===== src/rtl/regfile_sb_pkg.sv =====
// regfile_sb shared constants and helpers.
// Optional same-cycle write bypass: REGFILE_BYPASS_EN.
package regfile_sb_pkg;

  localparam int DEF_DW   = 16;
  localparam int DEF_NREG = 16;
  localparam int RST_VAL  = 0;

  // Top index is the read-only PC alias.
  function automatic int pcAlias(input int nreg);
    return nreg - 1;
  endfunction

endpackage


===== src/rtl/regfile_sb_if.sv =====
// regfile_sb bus: read ports, writeback, reserve, status.
// Optional same-cycle write bypass: REGFILE_BYPASS_EN.
interface regfile_sb_if #(
  parameter int DW   = 16,
  parameter int NREG = 16
) ();
  localparam int IW = $clog2(NREG);

  logic [IW-1:0] rdAIdx;
  logic [IW-1:0] rdBIdx;
  logic          rdAOEn;
  logic          rdBOEn;
  logic [DW-1:0] rdAData;
  logic [DW-1:0] rdBData;
  logic          rdABusy;
  logic          rdBBusy;
  logic          wbEn;
  logic [IW-1:0] wbIdx;
  logic [DW-1:0] wbData;
  logic          rsvEn;
  logic [IW-1:0] rsvIdx;
  logic          rsvAck;
  logic [DW-1:0] pc;
  logic [IW:0]   busyCnt;

  modport master (
    output rdAIdx, rdBIdx, rdAOEn, rdBOEn,
    output wbEn, wbIdx, wbData,
    output rsvEn, rsvIdx, pc,
    input  rdAData, rdBData, rdABusy, rdBBusy,
    input  rsvAck, busyCnt
  );

  modport slave (
    input  rdAIdx, rdBIdx, rdAOEn, rdBOEn,
    input  wbEn, wbIdx, wbData,
    input  rsvEn, rsvIdx, pc,
    output rdAData, rdBData, rdABusy, rdBBusy,
    output rsvAck, busyCnt
  );
endinterface


===== src/rtl/regfile_sb_rdport.sv =====
// One combinational read port: mux, gating, busy lookup.
// Optional same-cycle write bypass: REGFILE_BYPASS_EN.
module regfile_sb_rdport
  import regfile_sb_pkg::*;
#(
  parameter int DW   = DEF_DW,
  parameter int NREG = DEF_NREG,
  localparam int IW  = $clog2(NREG)
) (
  input  logic [IW-1:0]           idx,
  input  logic                    oEn,
  input  logic [NREG-1:0][DW-1:0] tbl,
  input  logic [NREG-1:0]         busy,
  input  logic                    wbEn,
  input  logic [IW-1:0]           wbIdx,
  input  logic [DW-1:0]           wbData,
  output logic [DW-1:0]           data,
  output logic                    busyOut
);

  localparam logic [IW-1:0] PCIDX = IW'(pcAlias(NREG));

  logic isPc;
  assign isPc = (idx == PCIDX);

`ifdef REGFILE_BYPASS_EN
  logic hit;
  assign hit = wbEn && (wbIdx == idx) && !isPc;
`else
  logic hit;
  logic unusedBp;
  assign hit      = 1'b0;
  assign unusedBp = ^{wbEn, wbIdx, wbData};
`endif

  always_comb begin
    data    = '0;
    busyOut = 1'b0;
    if (oEn) begin
      data    = hit ? wbData : tbl[idx];
      busyOut = busy[idx] && !hit;
    end
  end

endmodule


===== src/rtl/regfile_sb.sv =====
// Register file with pending-write scoreboard and PC alias.
// Optional same-cycle write bypass: REGFILE_BYPASS_EN.
module regfile_sb
  import regfile_sb_pkg::*;
#(
  parameter int DW   = DEF_DW,
  parameter int NREG = DEF_NREG
) (
  input logic        clk,
  input logic        rst,
  regfile_sb_if.slave rf
);

  localparam int IW = $clog2(NREG);
  localparam int NS = NREG - 1;
  localparam logic [IW-1:0] PCIDX = IW'(pcAlias(NREG));

  logic [NS-1:0][DW-1:0]   regs;
  logic [NS-1:0]           busy;
  logic [NS-1:0]           busyNext;
  logic [IW:0]             cntNext;
  logic [IW:0]             cnt;
  logic [NREG-1:0][DW-1:0] tbl;
  logic [NREG-1:0]         busyExt;
  logic                    wbHit;
  logic                    rsvAck;

  // PC sits in the top slot; it never reports busy.
  assign tbl     = {rf.pc, regs};
  assign busyExt = {1'b0, busy};
  assign wbHit   = rf.wbEn && (rf.wbIdx != PCIDX);

  assign rsvAck = rf.rsvEn && (rf.rsvIdx != PCIDX) &&
                  (!busyExt[rf.rsvIdx] ||
                   (rf.wbEn && rf.wbIdx == rf.rsvIdx));

  assign rf.rsvAck  = rsvAck;
  assign rf.busyCnt = cnt;

  // Release first, then reserve, so a same-index pair ends busy.
  always_comb begin
    busyNext = busy;
    cntNext  = '0;
    for (int i = 0; i < NS; i++) begin
      if (wbHit && rf.wbIdx == IW'(i))
        busyNext[i] = 1'b0;
      if (rsvAck && rf.rsvIdx == IW'(i))
        busyNext[i] = 1'b1;
      cntNext = cntNext + (IW+1)'(busyNext[i]);
    end
  end

  always_ff @(posedge clk or posedge rst) begin
    if (rst) begin
      regs <= {NS{DW'(RST_VAL)}};
      busy <= '0;
      cnt  <= '0;
    end else begin
      for (int i = 0; i < NS; i++)
        if (wbHit && rf.wbIdx == IW'(i))
          regs[i] <= rf.wbData;
      busy <= busyNext;
      cnt  <= cntNext;
    end
  end

  regfile_sb_rdport #(.DW(DW), .NREG(NREG)) uRdA (
    .idx    (rf.rdAIdx),
    .oEn    (rf.rdAOEn),
    .tbl    (tbl),
    .busy   (busyExt),
    .wbEn   (rf.wbEn),
    .wbIdx  (rf.wbIdx),
    .wbData (rf.wbData),
    .data   (rf.rdAData),
    .busyOut(rf.rdABusy)
  );

  regfile_sb_rdport #(.DW(DW), .NREG(NREG)) uRdB (
    .idx    (rf.rdBIdx),
    .oEn    (rf.rdBOEn),
    .tbl    (tbl),
    .busy   (busyExt),
    .wbEn   (rf.wbEn),
    .wbIdx  (rf.wbIdx),
    .wbData (rf.wbData),
    .data   (rf.rdBData),
    .busyOut(rf.rdBBusy)
  );

endmodule


===== src/flat_wrapper.sv =====
// flat-port wrapper written by rule: the top's interface ports become plain ports
module regfile_sb_flat import regfile_sb_pkg::*;
#(
  parameter int DW   = DEF_DW,
  parameter int NREG = DEF_NREG
)
  (clk, rst, rf_rdAIdx, rf_rdBIdx, rf_rdAOEn, rf_rdBOEn, rf_wbEn, rf_wbIdx, rf_wbData, rf_rsvEn, rf_rsvIdx, rf_pc, rf_rdAData, rf_rdBData, rf_rdABusy, rf_rdBBusy, rf_rsvAck, rf_busyCnt);
  regfile_sb_if #(.DW(DW), .NREG(NREG)) rf_i ();
  input logic clk;
  input logic rst;
  input wire logic [$bits(rf_i.rdAIdx)-1:0] rf_rdAIdx;
  input wire logic [$bits(rf_i.rdBIdx)-1:0] rf_rdBIdx;
  input wire logic [$bits(rf_i.rdAOEn)-1:0] rf_rdAOEn;
  input wire logic [$bits(rf_i.rdBOEn)-1:0] rf_rdBOEn;
  input wire logic [$bits(rf_i.wbEn)-1:0] rf_wbEn;
  input wire logic [$bits(rf_i.wbIdx)-1:0] rf_wbIdx;
  input wire logic [$bits(rf_i.wbData)-1:0] rf_wbData;
  input wire logic [$bits(rf_i.rsvEn)-1:0] rf_rsvEn;
  input wire logic [$bits(rf_i.rsvIdx)-1:0] rf_rsvIdx;
  input wire logic [$bits(rf_i.pc)-1:0] rf_pc;
  output wire logic [$bits(rf_i.rdAData)-1:0] rf_rdAData;
  output wire logic [$bits(rf_i.rdBData)-1:0] rf_rdBData;
  output wire logic [$bits(rf_i.rdABusy)-1:0] rf_rdABusy;
  output wire logic [$bits(rf_i.rdBBusy)-1:0] rf_rdBBusy;
  output wire logic [$bits(rf_i.rsvAck)-1:0] rf_rsvAck;
  output wire logic [$bits(rf_i.busyCnt)-1:0] rf_busyCnt;
  assign rf_i.rdAIdx = rf_rdAIdx;
  assign rf_i.rdBIdx = rf_rdBIdx;
  assign rf_i.rdAOEn = rf_rdAOEn;
  assign rf_i.rdBOEn = rf_rdBOEn;
  assign rf_i.wbEn = rf_wbEn;
  assign rf_i.wbIdx = rf_wbIdx;
  assign rf_i.wbData = rf_wbData;
  assign rf_i.rsvEn = rf_rsvEn;
  assign rf_i.rsvIdx = rf_rsvIdx;
  assign rf_i.pc = rf_pc;
  assign rf_rdAData = rf_i.rdAData;
  assign rf_rdBData = rf_i.rdBData;
  assign rf_rdABusy = rf_i.rdABusy;
  assign rf_rdBBusy = rf_i.rdBBusy;
  assign rf_rsvAck = rf_i.rsvAck;
  assign rf_busyCnt = rf_i.busyCnt;
  regfile_sb #(.DW(DW), .NREG(NREG)) u_core (.clk(clk), .rst(rst), .rf(rf_i));
endmodule

===== config.mk =====
export PLATFORM = sky130hd
export DESIGN_NAME = regfile_sb_flat
export DESIGN_NICKNAME = d
export VERILOG_FILES = /design/src/rtl/regfile_sb_pkg.sv /design/src/rtl/regfile_sb_if.sv /design/src/rtl/regfile_sb_rdport.sv /design/src/rtl/regfile_sb.sv /design/src/flat_wrapper.sv
export SDC_FILE = /design/constraint.sdc
export NUM_CORES = 1
export LEC_CHECK = 0
export ABC_AREA = 1
export BUFFER_PORTS_ARGS = -buffer_cell sky130_fd_sc_hd__buf_2
export CAP_MARGIN = 20
export CELL_PAD_IN_SITES_DETAIL_PLACEMENT = 1
export CELL_PAD_IN_SITES_GLOBAL_PLACEMENT = 1
export CORE_ASPECT_RATIO = 0.75
export CORE_UTILIZATION = 41
export CTS_CLUSTER_SIZE = 14
export DETAILED_ROUTE_END_ITERATION = 10
export GPL_ROUTABILITY_DRIVEN = 0
export HOLD_SLACK_MARGIN = 0.02
export PLACE_DENSITY_LB_ADDON = 0.1
export SYNTH_ARGS = -nofsm -noshare
export SYNTH_HDL_FRONTEND = slang
export SYNTH_SLANG_ARGS = --single-unit

===== constraint.sdc =====
create_clock -name clk -period 8.2 [get_ports clk]
set_clock_uncertainty 0.05 [all_clocks]
set_input_delay 0.82 -clock clk [delete_from_list [all_inputs] [get_ports clk]]
set_output_delay 0.82 -clock clk [all_outputs]
set_load 0.03 [all_outputs]

# [After elaboration in Yosys (flattened, before gate mapping)]
# Cells that the tools add are included.
[word_totals] output_inout_bits=40 in_bits=54 latchBits=0 mem_bits_ro=0 reg_bits=260 ram_bits=0 word_cells=147 mem_count=0
[op_classes] shifts=0 bitwise_logic=0 eq_ne=31 n_mux=44 order_cmp=3 add_sub_neg=14 reduce_logical=38 div_mod_pow=0 multipliers=0
[op_table] cell="$bmux W16 S4" n=2
[op_table] cell="$add A5 B1 Y5" n=13
[op_table] cell="$mux W16" n=4
[op_table] cell="$eq A4 B4 Y1 const B" n=14
[op_table] cell="$mux W1" n=35
[op_table] cell="$logic_and A1 B1 Y1" n=34
[op_table] cell="$eq A4 B3 Y1 const B" n=8
[op_table] cell="$eq A4 B2 Y1 const B" n=4
[op_table] cell="$lt A4 B5 Y1 const B" n=3
[op_table] cell="$bmux W1 S4" n=3
[op_table] cell="$eq A4 B1 Y1 const B" n=2
[op_table] cell="$logic_not A4 Y1" n=2
[op_table] cell="$ne A4 B4 Y1 const B" n=2
[op_table] cell="$eq A4 B4 Y1" n=1
[op_table] cell="$add A1 B1 Y2" n=1
[op_table] cell="$logic_not A1 Y1" n=1
[op_table] cell="$logic_or A1 B1 Y1" n=1

# [Depth between registers and ports, before layout]
# Gate-level depths: netlist of the first run.
[depth] ltp_word=21 depth_mapped=24 ltp_nobuf=23

# [Hierarchy]
# Synthesis of the first run repeated with hierarchy kept, for this count alone.
[hier_totals] cells_unflattened=2604 area_unflattened_um2=16598.4
[modules_own_cells] mod="regfile_sb" seq_area_each_um2=6481.2 area_per_inst_um2=10024.6 cells_per_inst=1022 n_inst=1
[modules_own_cells] mod="regfile_sb_rdport" seq_area_each_um2=0.0 area_per_inst_um2=3286.9 cells_per_inst=791 n_inst=2

# [Worst setup path after synthesis of the first run]
# Ideal clock, no wire load.
[synth_path] path_type="input port to flip-flop" start="input port rf_rsvIdx[1]" end="register u_core.cnt[2] (netlist: u_core.rf.busyCnt[2])" t_required_ns=8.027 path_buffers=2 setup_slack_ns=3.237 setup_ns=0.123 arrival_time_ns=4.790 path_stages=23 cell_sequence="buf_4 inv_1 nand3_1 nand3_1 nand2_1 nand2_2 o21ai_4 buf_6 nand3_1 nand2_1 ha_1 fa_1 inv_1 fa_1 inv_1 fa_1 inv_1 fa_1 inv_1 ha_1 inv_1 fa_1 xnor2_1"
[synth_via] elab_chain_cells=21 word_cells_on_any_way=68 classes_between="add/sub (14); eq/ne (16); mux (17); reduce/logical (21)"
[synth_rtl] item="from (decl)" line="flat_wrapper.sv:19" rtl="input wire logic [$bits(rf_i.rsvIdx)-1:0] rf_rsvIdx;"
[synth_rtl] item="$bmux W1 S4" line="regfile_sb.sv:34" rtl="(!busyExt[rf.rsvIdx] ||"
[synth_rtl] item="$mux W1 (implied by the code)" line="regfile_sb.sv:34"
[synth_rtl] item="$logic_not A1 Y1" line="regfile_sb.sv:34"
[synth_rtl] item="$logic_or A1 B1 Y1" line="regfile_sb.sv:34"
[synth_rtl] item="$logic_and A1 B1 Y1" line="regfile_sb.sv:33" rtl="assign rsvAck = rf.rsvEn && (rf.rsvIdx != PCIDX) &&"
[synth_rtl] item="$logic_and A1 B1 Y1 *" line="regfile_sb.sv:47" rtl="if (rsvAck && rf.rsvIdx == IW'(i))"
[synth_rtl] item="$mux W1 *" line="regfile_sb.sv:47"
[synth_rtl] item="named net u_core.busyNext[0]" line="regfile_sb.sv:20" rtl="logic [NS-1:0] busyNext;"
[synth_rtl] item="$add A1 B1 Y2 *" line="regfile_sb.sv:49" rtl="cntNext = cntNext + (IW+1)'(busyNext[i]);"
[synth_rtl] item="$add A5 B1 Y5 * (13 in series)" line="regfile_sb.sv:49"
[synth_rtl] item="named net u_core.cntNext[2]" line="regfile_sb.sv:21" rtl="logic [IW:0] cntNext;"
[synth_rtl] item="to (signal assigned)" line="regfile_sb.sv:63" rtl="cnt <= cntNext;"
[synth_rtl] item="to (decl)" line="regfile_sb.sv:22" rtl="logic [IW:0] cnt;"
# Mark *: on every way through the listed nets, which the timed path passes. The rest lies on a longest branch. The select of a mux whose other input is x is not followed.
# A chain may end at the register's enable or synchronous reset.

# [Worst setup path in the final report of the first run]
[layout_path] start="input port rf_rsvIdx[0]" end="register u_core.cnt[4] (netlist: u_core.rf.busyCnt[4])"
# Same word-level chain as after synthesis.

==> metrics.yaml, run 1 <==
clock_network:
  path_clk_slew_ns: 0.07
  numCtsBuffers: 30
  clockRootBuffer: "clkbuf_16"
  clock_sinks: 260
  cts_setup_buffers: 0
  cts_tree: "yes"
  postCtsHoldBufs: 0
  htree_levels: 1
  insertion_delay_ns: 0.57
  clk_path_buf_depth: 3
  post_cts_resized: 0
timing:
  hold_violations: 0
  drv_slew: 0
  fin_crit_sh_pct: 62.3
  worstMarginPinSlew_ns: 1.08
  fin_ws_ns: 3.09
  relSlewSlack_pct: 27.9
  holdWs_ns: 0.328
  period_minus_slack_ns: 5.11
  max_freq_ghz: 0.196
  tns_ns: 0
  rsz0062_at_grt: "false"
  setup_viol: 0
global_routing:
  grt_usage_pct: 32.8
  grt_pass1_wl_um: 93000
  grt_max_degree: 128
  grt_overflow: 0
  grt_pass1_vias: 14660
  antenna_found_initial: 0
drt:
  dr.pass1.iters: 5
  avgRoutedWirePerCell_um: 24.3
  routed_wl_um: 61000
  ant_nets: 0
  drt_iter0_markers: 1396
  viasPerCell: 5.97
  vias: 15020
  drc: 0
yosys:
  ys_warn_count: 0
  synth_enable_flop_cells: 0
  synth_ff_type: "dfrtp_1"
  synth_commonest_cells: "385 x o21ai_0, 313 x a21oi_1, 275 x nand2_1"
  synth_top_area_share_pct: 43.3
  yosysUniqueCellTypes: 33
  yosysSeqAreaShare_pct: 43.3
  avgSynthCellArea_um2: 7.36
  synth_top_area_cell: "dfrtp_1"
  synth_most_common_cell: "o21ai_0"
  synthesis.nets: 2113
  synth_area_leaders: "dfrtp_1 43%, o21ai_0 13%, a21oi_1 10%"
  synthCells: 2044
  ys_seq_elements: 260
  synth_area_um2: 15000
  async_flop_share_pct: 100
setup_path:
  cp_max_fo: 16
  r2r-start: "u_core.busy[3]"
  critPathCaptureType: "register"
  crit_slowest_cell: "fa_1"
  critPathRequiredTime_ns: 8.64
  cp-start-kind: "primary input"
  path_buf_inv: 7
  crit_type: "primary input to register"
  critical_path_arrival_ns: 5.54
  rr_endpoint: "u_core.rf.busyCnt[4]"
  r2r_cells: 22
  worstPathCellList: "buf_2 -> inv_2 -> nand2_1 -> nand2_1 -> nand2_1 -> nand2_1 -> nand2_1 -> nand2_2 -> o21ai_4 -> nand3_1 -> o21ai_0 -> ha_1 -> fa_1 -> inv_1 -> fa_1 -> inv_1 -> fa_1 -> inv_1 -> fa_1 -> inv_1 -> ha_1 -> inv_1 -> fa_1 -> o21ai_0"
  cp_top_family: "adder cells"
  r2r_slack_ns: 3.27
  max_stage_delay_ns: 0.50
power_and_ir_drop:
  max-vdd-ir-drop_v: 0.000171
  power.density_nw_per_um2: 275
  power_switching_w: 0.00165
  p_seq_share_pct: 38.7
  p_comb_share_pct: 29.2
  p_leak_nw: 7.38
  clkPwrFrac_pct: 32.1
  power.total_w: 0.00458
  swShare_pct: 36.0
  intPower_w: 0.00293
die:
  die_height_um: 168
  die_area_um2: 37400
  initial_core_util_pct: 41.8
  io_pins: 94
  die_w_um: 223
  core-area_um2: 36000
  rows: 60
hold_path:
  hp-class: "primary input to async pin"
cells_and_area:
  drive_above_1_share_pct: 9.72
  design_area_um2: 16600
  num-nets-final: 2093
  synthToLayoutAreaGrowth_pct: 10.6
run_status:
  status: "finished clean"
job:
  drv_cap: 0
placement:
  dp_slack_ns: 2.55
  numPortBuffers: 93
  place_hpwl_um: 37100
  placed_cell_area_um2: 15500
==> cell type report <==
| cell class | instances | area (um^2) |
|---|---|---|
| fill | 4506 | 19300 |
| multi-input combinational | 1419 | 7050 |
| sequential | 260 | 6510 |
| clock buffer | 45 | 938 |
| inverter | 196 | 743 |
| timing repair buffer | 117 | 676 |
| tap | 465 | 582 |
| clock inverter | 11 | 134 |
| antenna | 1 | 2.50 |
==> logic make-up (layout without fill, tap and decap cells) <==
logic type	after synthesis	count (layout)	share of synthesized area (%)
AOI/OAI and AO/OA	803	803	27.9
DFF	260	260	43.3
and+or+nand+nor	598	598	17.0
xor gates and xnor gates	3	3	0.175
adders and majority gates	15	15	1.70
other	0	1	0
buffers and inverters	365	369	9.97
==> stage by stage <==
step / cells / util (%)
finish: 2514 / 46.2
global route: 2513 / 46.2
CTS: 2512 / 46.2
detailed placement: 2456 / 43.2
global placement: 2456 / 43.2
floorplan: 2044 / -
==> worst max-delay path by stage <==
stage,end,depth (start not counted),slack [ns],startpoint
6_report,u_core.rf.busyCnt[4],24,3.09,rf_rsvIdx[0]
4_1_cts,u_core.rf.busyCnt[4],24,3.11,rf_rsvIdx[0]
5_1_grt,u_core.rf.busyCnt[4],24,2.75,rf_rsvIdx[0]
2_1_floorplan,u_core.busy[0],1,0.17,rst
3_5_place_dp,u_core.rf.busyCnt[4],24,2.55,rf_rsvIdx[0]
3_3_place_gp,u_core.rf.busyCnt[2],24,2.69,rf_rsvIdx[0]
==> routing by layer <==
| metal | track usage (%) | wire (um) |
|---|---|---|
| met5 | 0 | 0 |
| met4 | 7.89 | 1360 |
| met3 | 4.87 | 4090 |
| met2 | 49.3 | 26600 |
| met1 | 49.4 | 28900 |
==> state kept, by name, summed over array words and instances, names as in the netlist <==
name	flops
u_core.regs	240
u_core.busy	15
u_core.rf.busyCnt	5
==> power by group through the flow <==
stage	logic (W)	registers [W]	clock network, W
after global routing	0.00152	0.00181	0.00153
after floorplan	0.000933	0.00175	0
final	0.00134	0.00177	0.00147
after global placement	0.00125	0.00177	0
after CTS	0.00133	0.00177	0.00148
after detailed placement	0.00132	0.00178	0
==> cells in the final DEF, fill, tap and decap left out, types with 9 or more instances in the layout <==
cell / Yosys / layout
a21oi_1: 313 / 313
buf_2: 63 / 89
buf_4: 7 / 25
clkbuf_16: 0 / 31
clkbuf_8: 0 / 11
clkinv_1: 13 / 12
dfrtp_1: 260 / 260
fa_1: 9 / 9
inv_1: 177 / 176
nand2_1: 275 / 274
nand3_1: 189 / 189
nor2_1: 118 / 114
o211ai_1: 62 / 62
o21ai_0: 385 / 385
o21ai_1: 39 / 39
Power figures use the tool's default switching activity.
==> inputs of run 2 (changes only) <==
Clock period 8.2 ns to 4.1 ns, I/O delays scaled along.
==> metrics.yaml, run 2 (same netlist as run 1, synthesis figures left out) <==
run_status:
  status: "finished with violations"
  violations: "setup timing"
cells_and_area:
  drive_above_1_share_pct: 13.6
  design_area_um2: 17400
  largest_register_ffs: 240
  num-nets-final: 2167
  synthToLayoutAreaGrowth_pct: 15.7
  finalNonFillerCells: 2588
  final_cell_mix: "383 x o21ai_0, 313 x a21oi_1, 270 x nand2_1"
  layout_commonest_cell: "o21ai_0"
  top_register: "u_core.regs"
setup_path:
  rr_endpoint: "u_core.rf.busyCnt[1]"
  r2r_slack_ns: -0.38
  crit_type: "register to register"
  cp_max_fo: 4
  critical_path_arrival_ns: 4.91
  critPathCaptureType: "register"
  r2r_cells: 22
  cp-start-kind: "register"
  r2r-start: "u_core.busy[6]"
  critPathRequiredTime_ns: 4.53
global_routing:
  grt_overflow: 0
  gr-usage-met1_pct: 49.0
  grt_usage_pct: 33.5
  grt_use_met3_pct: 5.17
  grt_pass1_wl_um: 95500
  antenna_found_initial: 1
  grt_util_met2_pct: 51.2
  grt_pass1_vias: 15355
  grt_max_degree: 219
  gr-max-usage-layer: "met2"
job:
  drv_cap: 0
die:
  die_height_um: 168
  die_w_um: 223
  initial_core_util_pct: 41.8
  rows: 60
  io_pins: 94
  core-area_um2: 36000
  die_area_um2: 37400
timing:
  rsz0062_at_grt: "true"
  max_freq_ghz: 0.223
  period_minus_slack_ns: 4.48
  tns_ns: -1.35
  fin_ws_ns: -0.379
  fin_crit_sh_pct: 109
  drv_slew: 0
  hold_violations: 0
  setup_viol: 4
  holdWs_ns: 0.0700
  relSlewSlack_pct: 33.0
  worstMarginPinSlew_ns: 1.01
clock_network:
  htree_levels: 1
  clock_sinks: 260
  clk_path_buf_depth: 3
  path_clk_slew_ns: 0.07
  clockRootBuffer: "clkbuf_16"
  insertion_delay_ns: 0.58
  numCtsBuffers: 30
  cts_tree: "yes"
drt:
  routed_wl_um: 62500
  vias: 15319
  drc: 0
  ant_nets: 0
  dr.pass1.iters: 5
  viasPerCell: 5.92
  drt_iter0_markers: 1394
  avgRoutedWirePerCell_um: 24.1
hold_path:
  hold_depth: 3
  whs_endpoint: "u_core.regs[154]"
  hold_start: "rf_wbData[10]"
  hp-class: "primary input to register"
placement:
  dp.cells: 2526
  numPortBuffers: 93
  place_hpwl_um: 39600
  placed_cell_area_um2: 16200
power_and_ir_drop:
  power.density_nw_per_um2: 563
  p_leak_nw: 7.77
  max-vdd-ir-drop_v: 0.000454
[run 2: final cells by class]
class	count	area (um^2)
Inverter	196	739
Fill cell	4499	18600
Multi-Input combinational cell	1419	7120
Antenna cell	1	2.50
Timing Repair Buffer	191	1310
Tap cell	465	582
Clock buffer	39	846
Sequential cell	260	6510
Clock inverter	17	293
[run 2: critical path: stages (launching register included)]
cell and delay (ns):
dfrtp_1 0.41, nand2_1 0.09, nand2_1 0.05, nand2_1 0.06, nand2_1 0.08, nand2_1 0.07, nand2_2 0.06, o21ai_4 0.20
nand3_2 0.13, o21ai_4 0.10, ha_4 0.23, fa_1 0.53, inv_2 0.05, fa_1 0.47, inv_1 0.05, fa_1 0.43
inv_1 0.08, fa_2 0.43, inv_2 0.07, ha_4 0.13, inv_2 0.04, fa_2 0.51, inv_2 0.04
[run 2: metrics by stage]
step	utilization, %	setup slack, ns	power [W]
4_1_cts	48.3	-0.365	0.00981
3_5_place_dp	44.9	-0.725	0.00645
5_1_grt	48.4	-0.518	0.0104
6_report	48.4	-0.379	0.00980
3_3_place_gp	44.9	-0.627	0.00625
2_1_floorplan	-	-0.314	0.00541
[run 2: layer usage]
| metal | vias to the layer above | part of all wire (%) |
|---|---|---|
| met3 | 94 | 6.3 |
| li1 | 7008 | - |
| met1 | 7745 | 47 |
| met5 | - | 0 |
| met2 | 472 | 44 |
| met4 | 0 | 2.6 |
[run 2: worst max path at each step]
stage                      endpoint  slack (ns)            from  cells past startpoint
2_1_floorplan  u_core.rf.busyCnt[1]       -0.31    rf_rsvIdx[0]                     24
3_3_place_gp   u_core.rf.busyCnt[1]       -0.63    rf_rsvIdx[0]                     24
3_5_place_dp   u_core.rf.busyCnt[1]       -0.72    rf_rsvIdx[0]                     24
4_1_cts        u_core.rf.busyCnt[1]       -0.36  u_core.busy[6]                     22
5_1_grt        u_core.rf.busyCnt[1]       -0.52  u_core.busy[6]                     22
6_report       u_core.rf.busyCnt[1]       -0.38  u_core.busy[6]                     22
[run 2: power by group]
part / internal [W] / switching [W] / total, W
clock network: 0.00195 / 0.00119 / 0.00314
logic: 0.00121 / 0.00193 / 0.00314
registers: 0.00318 / 0.000349 / 0.00352
[run 2: repair_timing]
action | 4_1_cts | 5_1_grt
resized for setup | 14 | 0
hold buffers | 1 | 0
buffers inserted | 2 | 2
hold endpoints to repair | 21 | 0
setup endpoints to repair | 5 | 5
pin swaps | 6 | 3
